## src/rtl/x25519_dh_sequencer.sv

```systemverilog
// Round-robin job scheduler feeding one curve25519 scalar-multiplication core.
// Optional: define X25519_ZERO_CHECK_EN to flag all-zero shared secrets on rsp_err.
module x25519_dh_sequencer #(
    parameter int CHANNELS = 4,
    parameter int CW       = (CHANNELS > 1) ? $clog2(CHANNELS) : 1
) (
    input  logic          clock,
    input  logic          reset_n,
    input  logic          req_valid,
    output logic          req_ready,
    input  logic [CW-1:0] req_chan,
    input  logic          req_op,
    input  logic [254:0]  req_scalar,
    input  logic [254:0]  req_point,
    output logic          rsp_valid,
    input  logic          rsp_ready,
    output logic [CW-1:0] rsp_chan,
    output logic          rsp_op,
    output logic [254:0]  rsp_data,
    output logic          rsp_err,
    output logic          core_start,
    output logic [254:0]  core_scalar,
    output logic [254:0]  core_point,
    input  logic          core_done,
    input  logic [254:0]  core_out,
    output logic          busy
);
    localparam logic [2:0] IDLE  = 3'd0;
    localparam logic [2:0] ISSUE = 3'd1;
    localparam logic [2:0] GUARD = 3'd2;
    localparam logic [2:0] WAIT  = 3'd3;
    localparam logic [2:0] RESP  = 3'd4;

    localparam logic [254:0] BASE_POINT = 255'd9;

    logic [2:0]          state;
    logic [CHANNELS-1:0] slot_valid;
    logic [CHANNELS-1:0] slot_op;
    logic [254:0]        slot_scalar [CHANNELS];
    logic [254:0]        slot_point  [CHANNELS];
    logic [CW-1:0]       rr;
    logic [CW-1:0]       cur_chan;
    logic                cur_op;
    logic [CW-1:0]       sel_chan;
    logic                sel_found;
    int unsigned         best_dist;
    logic                chan_free;
    logic                accept;

    // Out-of-range channel numbers never match, so they are never ready.
    always_comb begin
        chan_free = 1'b0;
        for (int unsigned i = 0; i < CHANNELS; i++) begin
            if (32'(req_chan) == i) chan_free = !slot_valid[i];
        end
    end

    assign req_ready = chan_free;
    assign accept    = req_valid && chan_free;

    // Pick the valid slot with the smallest forward distance from rr.
    always_comb begin
        sel_found = 1'b0;
        sel_chan  = '0;
        best_dist = CHANNELS;
        for (int unsigned i = 0; i < CHANNELS; i++) begin
            if (slot_valid[i] && ((i + CHANNELS - 32'(rr)) % CHANNELS) < best_dist) begin
                best_dist = (i + CHANNELS - 32'(rr)) % CHANNELS;
                sel_chan  = CW'(i);
                sel_found = 1'b1;
            end
        end
    end

    always_ff @(posedge clock) begin
        if (accept) begin
            slot_scalar[req_chan] <= req_scalar;
            slot_point[req_chan]  <= req_point;
        end
    end

    always_ff @(posedge clock or negedge reset_n) begin
        if (!reset_n) begin
            state       <= IDLE;
            slot_valid  <= '0;
            slot_op     <= '0;
            rr          <= '0;
            cur_chan    <= '0;
            cur_op      <= 1'b0;
            core_start  <= 1'b0;
            core_scalar <= '0;
            core_point  <= '0;
            rsp_chan    <= '0;
            rsp_op      <= 1'b0;
            rsp_data    <= '0;
            rsp_err     <= 1'b0;
        end else begin
            core_start <= 1'b0;
            case (state)
                IDLE: begin
                    // The core may still be finishing a job from before a reset.
                    if (sel_found && core_done) begin
                        state       <= ISSUE;
                        cur_chan    <= sel_chan;
                        cur_op      <= slot_op[sel_chan];
                        core_start  <= 1'b1;
                        core_scalar <= slot_scalar[sel_chan];
                        core_point  <= slot_op[sel_chan] ? slot_point[sel_chan] : BASE_POINT;
                        rr          <= (32'(sel_chan) + 1 == CHANNELS) ? '0 : sel_chan + 1'b1;
                    end
                end
                ISSUE: begin
                    slot_valid[cur_chan] <= 1'b0;
                    state                <= GUARD;
                end
                GUARD: state <= WAIT;
                WAIT: begin
                    if (core_done) begin
                        rsp_chan <= cur_chan;
                        rsp_op   <= cur_op;
`ifdef X25519_ZERO_CHECK_EN
                        if (cur_op && core_out == '0) begin
                            rsp_err  <= 1'b1;
                            rsp_data <= '0;
                        end else begin
                            rsp_err  <= 1'b0;
                            rsp_data <= core_out;
                        end
`else
                        rsp_err  <= 1'b0;
                        rsp_data <= core_out;
`endif
                        state <= RESP;
                    end
                end
                RESP: begin
                    if (rsp_ready) state <= IDLE;
                end
                default: state <= IDLE;
            endcase
            if (accept) begin
                slot_valid[req_chan] <= 1'b1;
                slot_op[req_chan]    <= req_op;
            end
        end
    end

    assign rsp_valid = (state == RESP);
    assign busy      = (|slot_valid) || (state != IDLE);

endmodule

```

## config.mk

```make
export PLATFORM = sky130hd
export DESIGN_NAME = x25519_dh_sequencer
export DESIGN_NICKNAME = d
export VERILOG_FILES = /design/src/rtl/x25519_dh_sequencer.sv
export SDC_FILE = /design/constraint.sdc
export NUM_CORES = 2
export LEC_CHECK = 0
export CAP_MARGIN = 20
export CELL_PAD_IN_SITES_DETAIL_PLACEMENT = 1
export CELL_PAD_IN_SITES_GLOBAL_PLACEMENT = 2
export CORE_AREA = 2 2 598 600
export CTS_CLUSTER_DIAMETER = 30
export DETAILED_ROUTE_END_ITERATION = 12
export DIE_AREA = 0 0 600 602
export GPL_TIMING_DRIVEN = 0
export PLACE_DENSITY = 0.81
export SETUP_SLACK_MARGIN = 0.05
export SLEW_MARGIN = 40
export SYNTH_ARGS = -nofsm -noshare
export SYNTH_HDL_FRONTEND = slang
export SYNTH_SLANG_ARGS = --single-unit
```

## constraint.sdc

```tcl
create_clock -name clock -period 152 [get_ports clock]
set_clock_uncertainty 0.05 [all_clocks]
set_input_delay 15.2 -clock clock [delete_from_list [all_inputs] [get_ports clock]]
set_output_delay 15.2 -clock clock [all_outputs]
set_load 0.03 [all_outputs]
```

* Word-level counts from Yosys, hierarchy flattened *
Memory sizes are Yosys's and may differ from the RTL's. A register that Yosys moved wholly into a read port is not among the register bits.
Cells that the tools add are included.

storage, ports and cells
  input port bits = 773
  word-level logic and storage cells = 96
  memory bits (writable) = 2,040
  memories = 2
  output and inout port bits = 773
  flip-flop bits (word level) = 530

cells by class
  equality and inequality tests = 11
  reductions and logical operators = 21
  $add $sub $neg = 6
  order comparisons = 9
  bitwise gates (word level) = 3
  multiplexer cells = 33

memory list
  memory       depth  width  read ports  clocked after Yosys merged registers in  wr ports  RTL line  RTL
  slot_point   4      255    1           0                                        1         40        logic [254:0] slot_point [CHANNELS];
  slot_scalar  4      255    1           1                                        1         39        logic [254:0] slot_scalar [CHANNELS];

operator list
  cell                                                                          number
  255-bit 2-to-1 mux                                                            1
  2-bit by 32-bit less-than comparator with 1-bit output                        3
  32-bit 2-to-1 mux                                                             2
  1-bit 2-to-1 mux                                                              16
  3-bit case mux with 5 select lines                                            1
  2-bit by 3-bit less-than comparator with 1-bit output, second input constant  4
  3-bit 2-to-1 mux                                                              4
  1-bit logical AND                                                             8
  4-bit 2-to-1 mux                                                              2
  3-bit by 2-bit == test with 1-bit output, second input constant               2
  3-bit == test, second input constant                                          2
  2-bit 2-to-1 mux                                                              3
  1-bit zero test                                                               5
  4-bit AND                                                                     1
  4-bit bitwise mux                                                             1
  1-bit demux with 2-bit select                                                 2
  2-bit == test, second input constant                                          2
  2-bit by 1-bit >= comparator with 1-bit output, second input constant         2
  2-bit != test, second input constant                                          2
  4-bit NOT                                                                     1
  4-bit OR                                                                      1
  2-bit AND reduction                                                           2
  4-bit OR reduction                                                            1
  1-bit by 2-bit subtractor with 2-bit output, first input constant             2
  12 further kinds                                                              13

* Depth between registers and ports, before layout *
  word-level depth = 16
  mapped depth = 18
  depth with buffers taken out = 12

* Least setup slack after synthesis *
OpenSTA, ideal clock, no wires.

  kind = input to register
  start = in req_chan[1]
  end = reg slot_op[0]
  arrival time = 73.905 ns
  setup time = 0.226 ns
  cell stages on the path = 2
  slack = 77.820 ns
  cells stage by stage = nor4b_1 > mux2_2

between the ends
  longest elaborated chain between the ends = 6
  elaborated cells on any way between the ends = 15
  classes of those cells = order compare (2); eq/ne (3); mux (7); reduce/logical (3)

RTL lines
  item                                                                                                           RTL line  RTL
  start: declaration                                                                                             11        input logic [CW-1:0] req_chan,
  parallel branches: the longest is 6 deep, another holds 2-bit by 3-bit less-than comparator with 1-bit output  --
  end signal: indexed assignment                                                                                 143       slot_op[req_chan] <= req_op;
  end: declaration                                                                                               38        logic [CHANNELS-1:0] slot_op;

Parallel ways; which one is timed is not known.
A chain may end at the register's enable or synchronous reset.

* Worst setup path after layout *
  start = in req_chan[0]
  end = out req_ready

between the ends
  longest elaborated chain between the ends = 5
  elaborated cells on any way between the ends = 8
  classes of those cells = eq/ne (3); mux (4); reduce/logical (1)

RTL lines
  item                            RTL line  RTL
  2-bit zero test                 54        if (32'(req_chan) == i) chan_free = !slot_valid[i];
  1-bit 2-to-1 mux (3 in series)  54
  1-bit 2-to-1 mux (*)            54
  end: declaration                10        output logic req_ready,

Mark *: on every way between the ends. The rest lies on a longest branch, timed or not.

==> impl_metrics.py <==
metrics = {
    "logic_synthesis": {
        "async_reset_ff_share_pct": 27.8,
        "yosys-top-cells-area": "edfxtp_1 (54%), dfrtp_1 (17%), nor2_1 (3.3%)",
        "synth_seq_area_share_pct": 70.8,
        "netlist_area_mm2": 0.114,
        "syn_inst": 8324,
        "synth_cell_types": 62,
        "avgSynthCellArea_um2": 13.7,
        "ys_seq_elements": 2825,
        "syn_nets": 9099,
        "synth_edf_count": 2040,
        "yosys.area.top_type": "edfxtp_1",
        "synth_warnings": 0,
        "synth_top_area_share_pct": 53.6,
        "ys.flop_type": "edfxtp_1",
    },
    "cells_and_area": {
        "final_common_cell": "edfxtp_1",
        "most-common-layout-cells": "edfxtp_1 (2040), clkdlybuf4s50_1 (1508), nor2_1 (1015)",
        "nFillCells": 36000,
        "area_delta_synth_final_pct": 41.9,
        "drive_gt1_share_pct": 18.2,
        "nNetsFinal": 11700,
    },
    "global_route": {
        "grt_util_all_layers_pct": 28.9,
        "grt-ovfl-total": 0,
        "grt_max_degree": 113,
        "grt_pass1_vias": 96200,
        "grt_pass1_wl_um": 741000,
        "antenna_found_initial": 255,
    },
    "sta": {
        "min_period_ns": 32.58,
        "fin_setup_tns_ns": 0,
        "timing.final.hold_violations": 0,
        "max_freq_mhz": 30.7,
        "drv_slew": 0,
        "setup_viol": 0,
        "hold_slack_ns": 0.423,
        "rsz0062_at_grt": "no",
        "period_share_pct": 21.4,
        "tightestPinTransition_ns": 0.998,
        "relSlewSlack_pct": 33.3,
    },
    "clocking": {
        "hold_buffers": 0,
        "path_clk_slew_ns": 0.04,
        "cts_setup_buffers": 0,
        "cts_resized": 0,
        "cts_buffer_depth": 4,
        "insertion_delay_ns": 1.04,
        "tritoncts": "built",
        "numCtsBuffers": 642,
        "clock-sinks": 2825,
        "htree_levels": 6,
        "clockRootBuffer": "clkbuf_16",
    },
    "die": {
        "initial_core_util_pct": 32.2,
        "core-area_mm2": 0.355,
        "dieArea_mm2": 0.361,
        "ios": 1546,
        "fp-row-count": 219,
        "die_w_um": 600,
        "die_height_um": 602,
    },
    "worst_setup_path": {
        "r2r_cells": 16,
        "path_depth": 4,
        "worst_path_max_delay_cell": "clkdlybuf4s50_1",
        "start_kind": "input port",
        "cp_common_cell": "clkdlybuf4s50_1",
        "critPathMaxStageDelay_ns": 0.90,
        "end_kind": "output pin",
        "arrival_ns": 17.33,
        "path_cells": "clkdlybuf4s50_1, mux4_2, inv_1, clkdlybuf4s50_1",
        "cp_max_fo": 4,
        "path_class": "input port to output pin",
        "critPathBufInv": 3,
        "reg2reg_slack_ns": 146.22,
        "cp_top_family": "buffers and inverters",
        "crit_required_ns": 136.75,
    },
    "run_status": {
        "status": "finished clean",
    },
    "drt": {
        "first_pass_iters": 6,
        "drtIter0Drc": 7464,
        "vias": 89200,
        "wirelength_um": 537000,
        "drc": 0,
        "wl_per_cell_um": 32.6,
        "viasPerCell": 5.42,
        "antenna_left": 0,
    },
    "min_path": {
        "hold_path_class": "register to register",
        "holdPathStages": 2,
    },
    "placed_design": {
        "gp_congestion": 0.954,
        "io_buffer_count": 1544,
        "dp_hpwl_um": 389000,
    },
    "run": {
        "cap_violations": 0,
    },
    "power": {
        "p_int_mw": 2.48,
        "peakVddDrop_mv": 0.0189,
        "power_switching_mw": 1.74,
        "p_leak_nw": 59.6,
        "pwr-share-clk_pct": 34.1,
        "pwr_density_cell_mw_per_mm2": 26.0,
        "sequentialPowerShare_pct": 24.8,
        "switching_share_pct": 41.2,
        "combPwrFrac_pct": 41.1,
    },
}
[state kept, by name, indices dropped and copies added (netlist names)]
register and count:
slot_point 1020, core_point 255, core_start 1, slot_scalar 1020, rsp_chan 2, slot_op 4, cur_op 1, rr 2
core_scalar 255, cur_chan 2, slot_valid 4, rsp_data 255, state 3, rsp_op 1
[area by class of cell]
cell class                      count  area [um2]  area share (%)
Sequential cell                  2825       80900            49.9
Multi-Input combinational cell   4747       30100            18.6
Timing Repair Buffer             2006       18700            11.5
Clock buffer                      810       17300            10.7
Tap cell                         4751        5940            3.67
Clock inverter                    378        5350            3.30
Buffer                            742        3270            2.02
Antenna cell                      193         483           0.298
Inverter                           10        37.5          0.0232
[tightest hold or removal path, stage by stage (launching register included)]
cell     delay, ns
dfrtp_1       0.33
nand2_1       0.05
o31ai_1       0.06
[stage by stage]
step / area, um2 / utilization [%] / setup slack [ns] / std cells / total power [mW]
after global routing: 162000 / 45.6 / 119.40 / 16400 / 4.36
after floorplan: 114000 / - / 77.82 / 8324 / 2.01
after CTS: 162000 / 45.6 / 119.40 / 16300 / 4.22
after detailed placement: 139000 / 39.2 / 119.40 / 15100 / 2.76
after global placement: 136000 / 38.2 / 26.25 / 14600 / 2.81
final: 162000 / 45.7 / 119.42 / 16500 / 4.22
[power groups by stage]
stage	Clock [mW]	Combinational, mW	Sequential (mW)
floorplan	0	0.747	1.26
global placement	0	1.65	1.16
detailed placement	0	1.71	1.05
CTS	1.45	1.73	1.04
global route	1.49	1.82	1.06
finish	1.44	1.74	1.05
[cell families after synthesis]
| logic type | Yosys count | synth area share (%) |
|---|---|---|
| flops | 2825 | 70.8 |
| compound gates | 2262 | 13.9 |
| simple gates | 2093 | 8.66 |
| buf+inv | 752 | 2.86 |
| mux | 389 | 3.77 |
| fa+ha+maj | 2 | 0.0219 |
| other cells | 1 | 0.00328 |
[routing by layer]
layer | vias to the layer above | global-route usage [%] | share of wire [%]
li1 | 37600 | - | -
met1 | 45900 | 30.3 | 34
met2 | 4237 | 45.9 | 47
met3 | 1470 | 8.92 | 8.1
met4 | 100 | 27.7 | 11
met5 | - | 0.120 | 0.13
[final timing paths]
check / start / end
setup / recovery: req_chan[0] / req_ready
hold / removal: core_point[12] / core_point[12]
setup reg to reg: slot_valid[1] / core_point[230]
hold reg to reg: core_point[12] / core_point[12]
max in group asynchronous: reset_n / core_scalar[125]
min in group asynchronous: reset_n / rsp_data[47]
[Yosys cell counts (3+ instances only)]
cell	instances
edfxtp_1	2040
nor2_1	1015
dfrtp_1	785
a21oi_1	759
nand2_1	524
clkbuf_1	499
o211ai_1	452
mux2_2	324
nand3_1	262
a21boi_0	254
nor4bb_1	254
o31a_1	254
o31ai_1	253
o311a_1	189
buf_2	168
mux2i_1	64
o22ai_1	60
buf_1	45
buf_8	11
buf_6	10
buf_4	9
nand2b_1	9
a31oi_1	8
inv_1	8
o21ai_0	7
o221ai_1	6
nand3b_1	3
nand4b_1	3
nor3_1	3
nor4b_1	3
Note: power is estimated with default switching activity, not from simulation.
